===== src/rtl/pattern_writer.sv =====
// Memory-game sequence writer: shows LEVEL consecutive LFSR patterns on the LEDs,
// writes each into the number memory, zero-fills the remaining slots, then pulses done.
module pattern_writer #(
    parameter int         HOLD_CYCLES = 50_000_000,
    parameter int         GAP_CYCLES  = 12_500_000,
    parameter logic [9:0] SEED        = 10'h001
) (
    input  logic       clk,
    input  logic       clrn,
    input  logic       start,
    input  logic       abort,
    input  logic [3:0] level,
    output logic [9:0] d,
    output logic [3:0] wn,
    output logic       we,
    output logic [9:0] led,
    output logic       busy,
    output logic       done
);

    localparam int MAXC = (HOLD_CYCLES > GAP_CYCLES) ? HOLD_CYCLES : GAP_CYCLES;
    localparam int TW   = $clog2(MAXC + 1);
    localparam logic [TW-1:0] HOLD_LOAD = TW'(HOLD_CYCLES - 1);
    localparam logic [TW-1:0] GAP_LOAD  = TW'(GAP_CYCLES - 1);
    localparam logic [9:0]    SEED_EFF  = (SEED == 10'h000) ? 10'h001 : SEED;

    typedef enum logic [2:0] {IDLE, SHOW, GAP, FILL, DONE} state_t;

    state_t        state, state_n;
    logic [TW-1:0] timer, timer_n;
    logic [3:0]    idx, idx_n;
    logic [3:0]    cnt, cnt_n;
    logic [9:0]    lfsr, lfsr_n;
    logic [9:0]    d_n, led_n;
    logic [3:0]    wn_n;
    logic          we_n, busy_n, done_n;

    function automatic logic [9:0] lfsr_step(input logic [9:0] v);
        return {v[8:0], v[9] ^ v[6]};
    endfunction

    function automatic logic [3:0] clamp_level(input logic [3:0] l);
        if (l == 4'd0)       return 4'd1;
        else if (l > 4'd10)  return 4'd10;
        else                 return l;
    endfunction

    always_ff @(posedge clk or negedge clrn) begin
        if (!clrn) begin
            state <= IDLE;
            timer <= '0;
            idx   <= '0;
            cnt   <= '0;
            lfsr  <= SEED_EFF;
            d     <= '0;
            wn    <= '0;
            we    <= 1'b0;
            led   <= '0;
            busy  <= 1'b0;
            done  <= 1'b0;
        end else begin
            state <= state_n;
            timer <= timer_n;
            idx   <= idx_n;
            cnt   <= cnt_n;
            lfsr  <= lfsr_n;
            d     <= d_n;
            wn    <= wn_n;
            we    <= we_n;
            led   <= led_n;
            busy  <= busy_n;
            done  <= done_n;
        end
    end

    // Outputs are computed one cycle ahead so every port comes straight from a flop.
    always_comb begin
        state_n = state;
        timer_n = timer;
        idx_n   = idx;
        cnt_n   = cnt;
        lfsr_n  = lfsr;
        d_n     = d;
        wn_n    = wn;
        we_n    = 1'b0;
        led_n   = led;
        busy_n  = busy;
        done_n  = 1'b0;

        if (state != IDLE && abort) begin
            state_n = IDLE;
            led_n   = '0;
            busy_n  = 1'b0;
        end else begin
            case (state)
                IDLE: begin
                    lfsr_n = lfsr_step(lfsr);
                    led_n  = '0;
                    busy_n = 1'b0;
                    if (start && !abort) begin
                        cnt_n   = clamp_level(level);
                        idx_n   = 4'd0;
                        timer_n = HOLD_LOAD;
                        state_n = SHOW;
                        we_n    = 1'b1;
                        wn_n    = 4'd0;
                        d_n     = lfsr;
                        led_n   = lfsr;
                        busy_n  = 1'b1;
                    end
                end
                SHOW: begin
                    if (timer == '0) begin
                        state_n = GAP;
                        timer_n = GAP_LOAD;
                        led_n   = '0;
                    end else begin
                        timer_n = timer - 1'b1;
                    end
                end
                GAP: begin
                    if (timer != '0) begin
                        timer_n = timer - 1'b1;
                    end else if (4'(idx + 4'd1) < cnt) begin
                        idx_n   = 4'(idx + 4'd1);
                        timer_n = HOLD_LOAD;
                        state_n = SHOW;
                        we_n    = 1'b1;
                        wn_n    = 4'(idx + 4'd1);
                        d_n     = lfsr;
                        led_n   = lfsr;
                        lfsr_n  = lfsr_step(lfsr);
                    end else if (cnt == 4'd10) begin
                        state_n = DONE;
                        done_n  = 1'b1;
                        busy_n  = 1'b0;
                    end else begin
                        state_n = FILL;
                        we_n    = 1'b1;
                        wn_n    = cnt;
                        d_n     = '0;
                    end
                end
                FILL: begin
                    if (wn == 4'd9) begin
                        state_n = DONE;
                        done_n  = 1'b1;
                        busy_n  = 1'b0;
                    end else begin
                        we_n = 1'b1;
                        wn_n = 4'(wn + 4'd1);
                        d_n  = '0;
                    end
                end
                DONE: begin
                    state_n = IDLE;
                end
                default: begin
                    state_n = IDLE;
                end
            endcase
        end
    end

endmodule


===== config.mk =====
export PLATFORM = sky130hd
export DESIGN_NAME = pattern_writer
export DESIGN_NICKNAME = d
export VERILOG_FILES = /design/src/rtl/pattern_writer.sv
export SDC_FILE = /design/constraint.sdc
export NUM_CORES = 1
export LEC_CHECK = 0
export BUFFER_PORTS_ARGS = -buffer_cell sky130_fd_sc_hd__buf_2
export CAP_MARGIN = 20
export CORE_MARGIN = 8
export CORE_UTILIZATION = 45
export CTS_CLUSTER_SIZE = 16
export DETAILED_ROUTE_END_ITERATION = 8
export GPL_ROUTABILITY_DRIVEN = 0
export SLEW_MARGIN = 20
export SYNTH_ARGS = -nofsm -noshare
export SYNTH_HDL_FRONTEND = slang
export SYNTH_SLANG_ARGS = --single-unit
export TNS_END_PERCENT = 50

===== constraint.sdc =====
create_clock -name clk -period 9.1 [get_ports clk]
set_clock_uncertainty 0.15 [all_clocks]
set_input_delay 0.455 -clock clk [delete_from_list [all_inputs] [get_ports clk]]
set_output_delay 0.455 -clock clk [all_outputs]
set_load 0.01 [all_outputs]

=== After elaboration in Yosys (flattened, before gate mapping) ===
Index checks and enable logic that the tools add are counted.

* Add/sub/neg operators: 3
* $lt $le $gt $ge: 2
* Eq/ne operators: 18
* Multiplexer cells: 58
* Bitwise gates (word level): 2
* Reduce and logical (&&, ||, !) cells: 21

{| class="wikitable"
|+ Operators by type and width
! operator !! count
|-
| $mux W10 || 12
|-
| $mux W26 || 4
|-
| $pmux W26 S3 || 1
|-
| $pmux W10 S3 || 2
|-
| $mux W4 || 9
|-
| $ne A3 B3 Y1 const B || 9
|-
| $logic_not A26 Y1 || 1
|-
| $reduce_bool A26 Y1 || 1
|-
| $sub A26 B1 Y26 const B || 1
|-
| $mux W3 || 7
|-
| $pmux W10 S2 || 1
|-
| $mux W1 || 16
|-
| $reduce_and A4 Y1 || 4
|-
| $pmux W3 S4 || 1
|-
| $pmux W4 S3 || 1
|-
| $reduce_and A5 Y1 || 2
|-
| $reduce_bool A3 Y1 || 3
|-
| $add A4 B1 Y4 const B || 2
|-
| $eq A4 B4 Y1 const B || 2
|-
| $ne A2 B2 Y1 const B || 4
|-
| $pmux W4 S2 || 1
|-
| $reduce_bool A4 Y1 || 2
|-
| $eq A3 B2 Y1 const B || 2
|-
| $pmux W1 S3 || 2
|-
| 13 further kinds || 14
|}

* Register bits: 74

=== Longest topological paths before layout ===
Gate-level depths: netlist of the first run.

* Depth after elaboration: 6
* Depth in mapped cells: 12

=== Least setup slack after synthesis of the first run ===
Ideal clock, no wire load.

* Path type: reg-to-reg
* From: reg idx[0]
* To: reg led[0]
* Arrival time: 2.706 ns
* Required time: 8.880 ns
* Slack: 6.175 ns
* Stages on the path, launching flop included: 11
* Buffers on the path: 1
* Cells stage by stage: dfrtp_1 ha_1 xnor2_1 inv_1 ha_1 o211ai_1 o21ai_2 buf_2 o21ai_0 a311oi_1 a22o_1

* Cells in the longest elaborated chain, start to end: 4

{| class="wikitable"
|+ RTL lines
! item !! line !! RTL
|-
| from (decl) || 31 || <nowiki>logic [3:0] idx, idx_n;</nowiki>
|-
| from (signal assigned) || 64 || <nowiki>idx <= idx_n;</nowiki>
|-
| $add A4 B1 Y4 || 124 || <nowiki>end else if (4'(idx + 4'd1) < cnt) begin</nowiki>
|-
| $lt A4 B4 Y1 || 124 ||
|-
| $ne A3 B3 Y1 (no source line) || - ||
|-
| $reduce_and A4 Y1 (no source line) || - ||
|-
| to (signal assigned) || 70 || <nowiki>led <= led_n;</nowiki>
|-
| to (decl) || 16 || <nowiki>output logic [9:0] led,</nowiki>
|}

No other way between the ends.
A chain may end at the register's enable or synchronous reset.

=== Final worst setup path of the first run ===
* From: reg idx[0]
* To: reg timer[7]

* Cells in the longest elaborated chain, start to end: 4

{| class="wikitable"
|+ RTL lines
! item !! line !! RTL
|-
| $add A4 B1 Y4 || 124 ||
|-
| $lt A4 B4 Y1 || 124 ||
|-
| $ne A3 B3 Y1 (no source line) || - ||
|-
| $reduce_and A4 Y1 (no source line) || - ||
|-
| to (signal assigned) || 63 || <nowiki>timer <= timer_n;</nowiki>
|-
| to (decl) || 30 || <nowiki>logic [TW-1:0] timer, timer_n;</nowiki>
|}

No other way between the ends.

==> results of run 1 <==
[sequential cells by signal (all words and copies together), names as in the netlist]
signal,count
state,3
d,10
timer,26
lfsr,10
led,10
wn,4
cnt,4
busy,1
done,1
we,1
idx,4
[critical path, cell delays in order (launching register included)]
cell                       delay (ns)
sky130_fd_sc_hd__dfrtp_1         0.43
sky130_fd_sc_hd__ha_1            0.23
sky130_fd_sc_hd__xnor2_1         0.18
sky130_fd_sc_hd__inv_1           0.09
sky130_fd_sc_hd__ha_1            0.28
sky130_fd_sc_hd__o211ai_1        0.10
sky130_fd_sc_hd__o21ai_2         0.51
sky130_fd_sc_hd__nand2_1         0.22
sky130_fd_sc_hd__o21ai_2         0.81
sky130_fd_sc_hd__nor2_1          0.27
sky130_fd_sc_hd__a21oi_1         0.20
[power by group]
group	leakage, nW	switching (mW)	internal, mW
Combinational	0.798	0.0495	0.0220
Sequential	0.927	0.0115	0.338
Clock	0.103	0.140	0.132
Total	1.83	0.201	0.492
[metal layers]
layer | wire [microns] | share of wire (%) | GRT usage, % | vias up
li1 | - | - | - | 1473
met3 | 400 | 4.4 | 3.55 | 10
met2 | 4140 | 46 | 24.7 | 73
met5 | 0 | 0 | 0 | -
met4 | 96 | 1.1 | 5.08 | 0
met1 | 4440 | 49 | 22.2 | 1497
[cell type report]
| class | instances | area, sq um |
|---|---|---|
| clock buffer | 9 | 124 |
| clock inverter | 7 | 83.8 |
| fill | 800 | 4220 |
| inverter | 15 | 56.3 |
| multi-input combinational | 271 | 1880 |
| sequential | 74 | 1850 |
| tap | 108 | 135 |
| timing repair buffer | 37 | 195 |
[cell families (layout without fill, tap and decap cells)]
logic type                 after synthesis  count (layout)
xor gates and xnor gates                 7               7
AOI/OAI and AO/OA                      109             109
muxes                                   16              16
and+or+nand+nor                        132             132
buffers and inverters                   32              68
DFF                                     74              74
adders and majority gates                7               7
[per-stage QoR]
| step | utilization (%) | area [sq um] | hold slack (ns) | instances |
|---|---|---|---|---|
| finish | 50.6 | 4330 | 0.101 | 521 |
| global route | 50.6 | 4330 | 0.178 | 521 |
| floorplan | - | 3870 | 0.00941 | 377 |
| detailed placement | 48.2 | 4120 | 0.330 | 505 |
| global placement | 48.2 | 4120 | 0.330 | 505 |
| CTS | 50.6 | 4330 | 0.136 | 521 |
[path summary, 6_finish.rpt]
check / startpoint / to / depth (start not counted)
setup / recovery: idx[0] / timer[7] / 10
hold reg to reg: led[5] / led[5] / 1
min in group clk: level[3] / cnt[3] / 2
setup reg to reg: idx[0] / timer[7] / 10
hold / removal: clrn / timer[3] / 1
max in group asynchronous: clrn / cnt[1] / 1
[cells in the mapped netlist (4+ instances only)]
cell type | instances | area, sq um
sky130_fd_sc_hd__and3_1 | 4 | 25.0
sky130_fd_sc_hd__o41ai_1 | 4 | 35.0
sky130_fd_sc_hd__nand2_1 | 27 | 101
sky130_fd_sc_hd__clkbuf_1 | 7 | 26.3
sky130_fd_sc_hd__a21oi_1 | 20 | 100
sky130_fd_sc_hd__nor4_1 | 4 | 25.0
sky130_fd_sc_hd__nor3_1 | 10 | 50.1
sky130_fd_sc_hd__a31oi_1 | 4 | 25.0
sky130_fd_sc_hd__dfrtp_1 | 73 | 1830
sky130_fd_sc_hd__nand3_1 | 18 | 90.1
sky130_fd_sc_hd__or4_4 | 4 | 45.0
sky130_fd_sc_hd__or4_1 | 7 | 52.6
sky130_fd_sc_hd__a22o_1 | 19 | 166
sky130_fd_sc_hd__a211oi_1 | 4 | 30.0
sky130_fd_sc_hd__o21ai_0 | 16 | 80.1
sky130_fd_sc_hd__mux2_2 | 6 | 67.6
sky130_fd_sc_hd__ha_1 | 7 | 87.6
sky130_fd_sc_hd__or3_1 | 7 | 43.8
sky130_fd_sc_hd__mux2_1 | 8 | 90.1
sky130_fd_sc_hd__o21ai_1 | 14 | 70.1
sky130_fd_sc_hd__o22a_1 | 4 | 35.0
sky130_fd_sc_hd__o31ai_1 | 5 | 37.5
sky130_fd_sc_hd__inv_1 | 14 | 52.6
sky130_fd_sc_hd__o21ai_2 | 5 | 43.8
sky130_fd_sc_hd__buf_2 | 8 | 40.0
sky130_fd_sc_hd__nor2_1 | 22 | 82.6
sky130_fd_sc_hd__xnor2_1 | 5 | 43.8
==> reports/metrics.json, run 1 <==
{
  "status": {
    "outcome": "completed"
  },
  "setup_path": {
    "cp_class": "flop to flop",
    "worstPathArrival_ns": 3.67,
    "worst-endpoint-required_ns": 9.22,
    "critical_path.endpoint_type": "flop",
    "rrSetupSlack_ns": 5.55,
    "cp_max_fo": 26,
    "cp-start-kind": "flop"
  },
  "synth": {
    "synth-edff-count": 0,
    "synthMuxAreaShare_pct": 4.59,
    "synth-adder-area-share_pct": 2.26,
    "syn_avg_cell_area_sq_um": 10.3,
    "unique_masters_post_synth": 61,
    "postSynthRegisterBits": 74,
    "synth.cell_area_sq_um": 3870,
    "synth-xor-area-share_pct": 1.58,
    "synth.net_count": 392,
    "synth-compound-area-share_pct": 19.5,
    "register_area_share_after_synthesis_pct": 47.9,
    "synth-simple-area-share_pct": 20.6,
    "cells_after_synth": 377,
    "share_of_flip_flops_with_an_asynchronous_set_or_reset_after_synthesis_pct": 100,
    "warning_count_from_the_yosys_run": 0,
    "postSynth.topFlopCell": "sky130_fd_sc_hd__dfrtp_1",
    "synth_top_family_by_area": "simple AND/OR/NAND/NOR gates"
  },
  "detailed_routing": {
    "final_antenna_net_count": 0,
    "route.detailed.wl_per_inst_microns": 17.4,
    "finalWirelength_microns": 9070,
    "vias": 3053,
    "detailedRoute.firstPassIterationCount": 4,
    "post-route-drc-count": 0,
    "post_drt_via_cell_ratio": 5.86,
    "first_iter_violations": 122
  },
  "finish": {
    "area.growth.synth_to_final_pct": 11.8,
    "commonest_non_fill_non_tap_cell_in_the_layout": "sky130_fd_sc_hd__dfrtp_1",
    "mostFrequentLayoutCells": "73 x sky130_fd_sc_hd__dfrtp_1, 33 x sky130_fd_sc_hd__buf_2, 27 x sky130_fd_sc_hd__nand2_1",
    "antenna_cells": 0,
    "net_count_of_the_finished_layout": 423,
    "layout-drive-gt1-share_pct": 20.3
  },
  "floorplan": {
    "initial_utilization_pct": 45.3,
    "design.core.area_sq_um": 8550,
    "io_pins": 35,
    "die_h_microns": 109,
    "floorplan.die_area_sq_um": 11800,
    "std_cell_rows": 34,
    "width_of_the_die_microns": 109
  },
  "pwr": {
    "vdd_ir_drop_max_uv": 76.9,
    "power-per-cell-area_nw_per_um2": 160,
    "leakage_nw": 1.83,
    "post_layout_power_uw": 694
  },
  "sta": {
    "finalCriticalPeriod_ns": 3.55,
    "slew-limit-headroom_pct": 34.5,
    "setup_viol": 0,
    "fmax_mhz": 282,
    "slew_violations": 0,
    "unrepaired_setup_endpoints_after_global_routing": "no",
    "layout_worst_path_cycle_share_pct": 39.0,
    "setup-tns-final_ns": 0,
    "timing_worst_slew_pin_value_ns": 0.983,
    "finalWorstSetupSlack_ns": 5.55,
    "hold_violations": 0
  },
  "clocking": {
    "clock_latency_ns": 0.35,
    "clkSinkCount": 74,
    "clock-root-buffer": "sky130_fd_sc_hd__clkbuf_8",
    "post_cts_resized": 0,
    "cts_made_buffers": 9,
    "path_clk_slew_ns": 0.09,
    "cts_setup_buffers": 0,
    "cts_max_level": 3,
    "cts_hold_repair.buffers": 0,
    "tritoncts_clock_tree": "done",
    "cts_max_path_buffers": 2
  },
  "placement": {
    "detailed_place_hpwl_microns": 6010,
    "dp_slack_ns": 5.56,
    "port_buffer_count": 34
  },
  "global_route": {
    "grt_max_degree": 75,
    "globalRoute.totalOverflow": 0,
    "grt_antenna_before_repair": 0,
    "grt_use_total_pct": 16.1,
    "grt_first_pass_wirelength_microns": 15300,
    "first_global_vias": 3000
  },
  "run": {
    "drv.max_cap_violation_count": 0
  },
  "worst_hold_path": {
    "worst_hold_path_type": "input port to async pin"
  }
}
(Power assumes the default switching activity.)
==> run 2, diff against run 1 <==
==> constraint.sdc (replaced) <==
create_clock -name clk -period 3.57 [get_ports clk]
set_clock_uncertainty 0.15 [all_clocks]
set_input_delay 0.1785 -clock clk [delete_from_list [all_inputs] [get_ports clk]]
set_output_delay 0.1785 -clock clk [all_outputs]
set_load 0.01 [all_outputs]
==> run 2 against run 1 <==
Setup slack worse by 5.2 ns; utilization up 1.0 points; worst hold slack worse by 0.075 ns; final area up 2.0%; clock power rose to 2.5 times the previous value; wire length down 2.2%; via count up 0.52%; register-to-register slack worse by 5.2 ns; power rose to 2.5 times the previous value; sequential cell count unchanged.
==> reports/metrics.json, run 2 (synthesis results as in run 1) <==
{
  "global_route": {
    "grt_max_degree": 75,
    "globalRoute.totalOverflow": 0,
    "grt_first_pass_wirelength_microns": 14700,
    "grt_use_total_pct": 15.4,
    "grt_antenna_before_repair": 0,
    "first_global_vias": 2915
  },
  "sta": {
    "finalWorstSetupSlack_ns": 0.346,
    "setup_viol": 0,
    "whs_ns": 0.0261,
    "slew-limit-headroom_pct": 37.8,
    "fmax_mhz": 310,
    "timing_worst_slew_pin_value_ns": 0.933,
    "slew_violations": 0,
    "layout_worst_path_cycle_share_pct": 90.3,
    "setup-tns-final_ns": 0,
    "hold_violations": 0,
    "unrepaired_setup_endpoints_after_global_routing": "no",
    "finalCriticalPeriod_ns": 3.22
  },
  "clocking": {
    "clock_latency_ns": 0.35,
    "path_clk_slew_ns": 0.09,
    "clkSinkCount": 74,
    "cts_setup_buffers": 0,
    "clock-root-buffer": "sky130_fd_sc_hd__clkbuf_8",
    "cts_max_level": 3,
    "tritoncts_clock_tree": "done",
    "cts_made_buffers": 9,
    "cts_max_path_buffers": 2
  },
  "setup_path": {
    "cp_class": "flop to flop",
    "worstPathArrival_ns": 3.27,
    "cp-start-kind": "flop",
    "cp_max_fo": 13,
    "worst-endpoint-required_ns": 3.62,
    "critical_path.endpoint_type": "flop"
  },
  "finish": {
    "antenna_cells": 0,
    "layout-drive-gt1-share_pct": 21.5,
    "commonest_non_fill_non_tap_cell_in_the_layout": "sky130_fd_sc_hd__dfrtp_1",
    "fillCellCount": 778,
    "finish.cell_count_without_fillers": 531,
    "layout.cell_area.non_filler_sq_um": 4420,
    "mostFrequentLayoutCells": "73 x sky130_fd_sc_hd__dfrtp_1, 33 x sky130_fd_sc_hd__buf_2, 27 x sky130_fd_sc_hd__nand2_1",
    "net_count_of_the_finished_layout": 433,
    "largest_register_ffs": 26,
    "area.growth.synth_to_final_pct": 14.1,
    "utilization_pct": 51.6,
    "registers.top_by_ff_count": "timer"
  },
  "detailed_routing": {
    "post_drt_via_cell_ratio": 5.78,
    "detailedRoute.firstPassIterationCount": 4,
    "vias": 3069,
    "finalWirelength_microns": 8870,
    "first_iter_violations": 142,
    "post-route-drc-count": 0,
    "route.detailed.wl_per_inst_microns": 16.7,
    "final_antenna_net_count": 0
  },
  "pwr": {
    "power-per-cell-area_nw_per_um2": 400,
    "vdd_ir_drop_max_uv": 222,
    "leakage_nw": 1.87,
    "post_layout_power_mw": 1.77
  },
  "floorplan": {
    "width_of_the_die_microns": 109,
    "die_h_microns": 109,
    "design.core.area_sq_um": 8550,
    "io_pins": 35,
    "initial_utilization_pct": 45.3,
    "floorplan.die_area_sq_um": 11800,
    "std_cell_rows": 34
  },
  "placement": {
    "detailed_place_hpwl_microns": 6030,
    "placed_area_sq_um": 4170,
    "placed_cells": 511,
    "dp_slack_ns": 0.133,
    "port_buffer_count": 34
  },
  "worst_hold_path": {
    "worst_hold_path_type": "input port to flop"
  },
  "run": {
    "drv.max_cap_violation_count": 0
  },
  "status": {
    "outcome": "completed"
  }
}
## run 2: power breakdown
| part | internal [mW] | switching, mW | total, mW | leakage [nW] |
|---|---|---|---|---|
| Clock | 0.335 | 0.347 | 0.682 | 0.0988 |
| Sequential | 0.862 | 0.0276 | 0.889 | 0.927 |
| Combinational | 0.0659 | 0.129 | 0.195 | 0.843 |
| Total | 1.26 | 0.504 | 1.77 | 1.87 |
## run 2: critical path, stage by stage, from the launching register on
cell                       delay (ns)
sky130_fd_sc_hd__dfrtp_1         0.44
sky130_fd_sc_hd__ha_1            0.23
sky130_fd_sc_hd__xnor2_1         0.19
sky130_fd_sc_hd__inv_1           0.09
sky130_fd_sc_hd__ha_1            0.28
sky130_fd_sc_hd__o211ai_1        0.10
sky130_fd_sc_hd__o21ai_2         0.52
sky130_fd_sc_hd__and2_1          0.32
sky130_fd_sc_hd__a21oi_2         0.17
sky130_fd_sc_hd__nand2b_1        0.40
sky130_fd_sc_hd__o211ai_1        0.18
## run 2: final timing paths
path	start	end	slack, ns	depth (start not counted)
worst max-delay path	idx[0]	timer[3]	0.35	10
worst min-delay path	level[0]	cnt[0]	0.03	3
worst max register to register	idx[0]	timer[3]	0.35	10
worst min register to register	d[9]	d[9]	0.35	2
max in group asynchronous	clrn	timer[25]	2.30	2
min in group asynchronous	clrn	timer[18]	0.36	2
## run 2: area by class of cell
class	count	area [sq um]	area share (%)
clock buffers	9	124	2.81
multi-input cells	271	1880	42.7
inverters	15	56.3	1.28
repair buffers	47	280	6.35
flip-flops and latches	74	1850	42.0
clock inverters	7	82.6	1.87
well taps	108	135	3.06
## run 2: layer usage
| layer | GRT usage, % | part of all wire, % | wire, microns |
|---|---|---|---|
| met2 | 22.8 | 46 | 4040 |
| met4 | 5.87 | 1.3 | 119 |
| met1 | 22.1 | 49 | 4390 |
| met3 | 2.54 | 3.6 | 322 |
| met5 | 0 | 0 | 0 |
## run 2: timing repair
| item | CTS | global route |
|---|---|---|
| hold endpoints to repair | 76 | 0 |
| gates resized for setup | 0 | 1 |
| endpoints found under the setup margin | 0 | 11 |
| hold buffers | 4 | 0 |
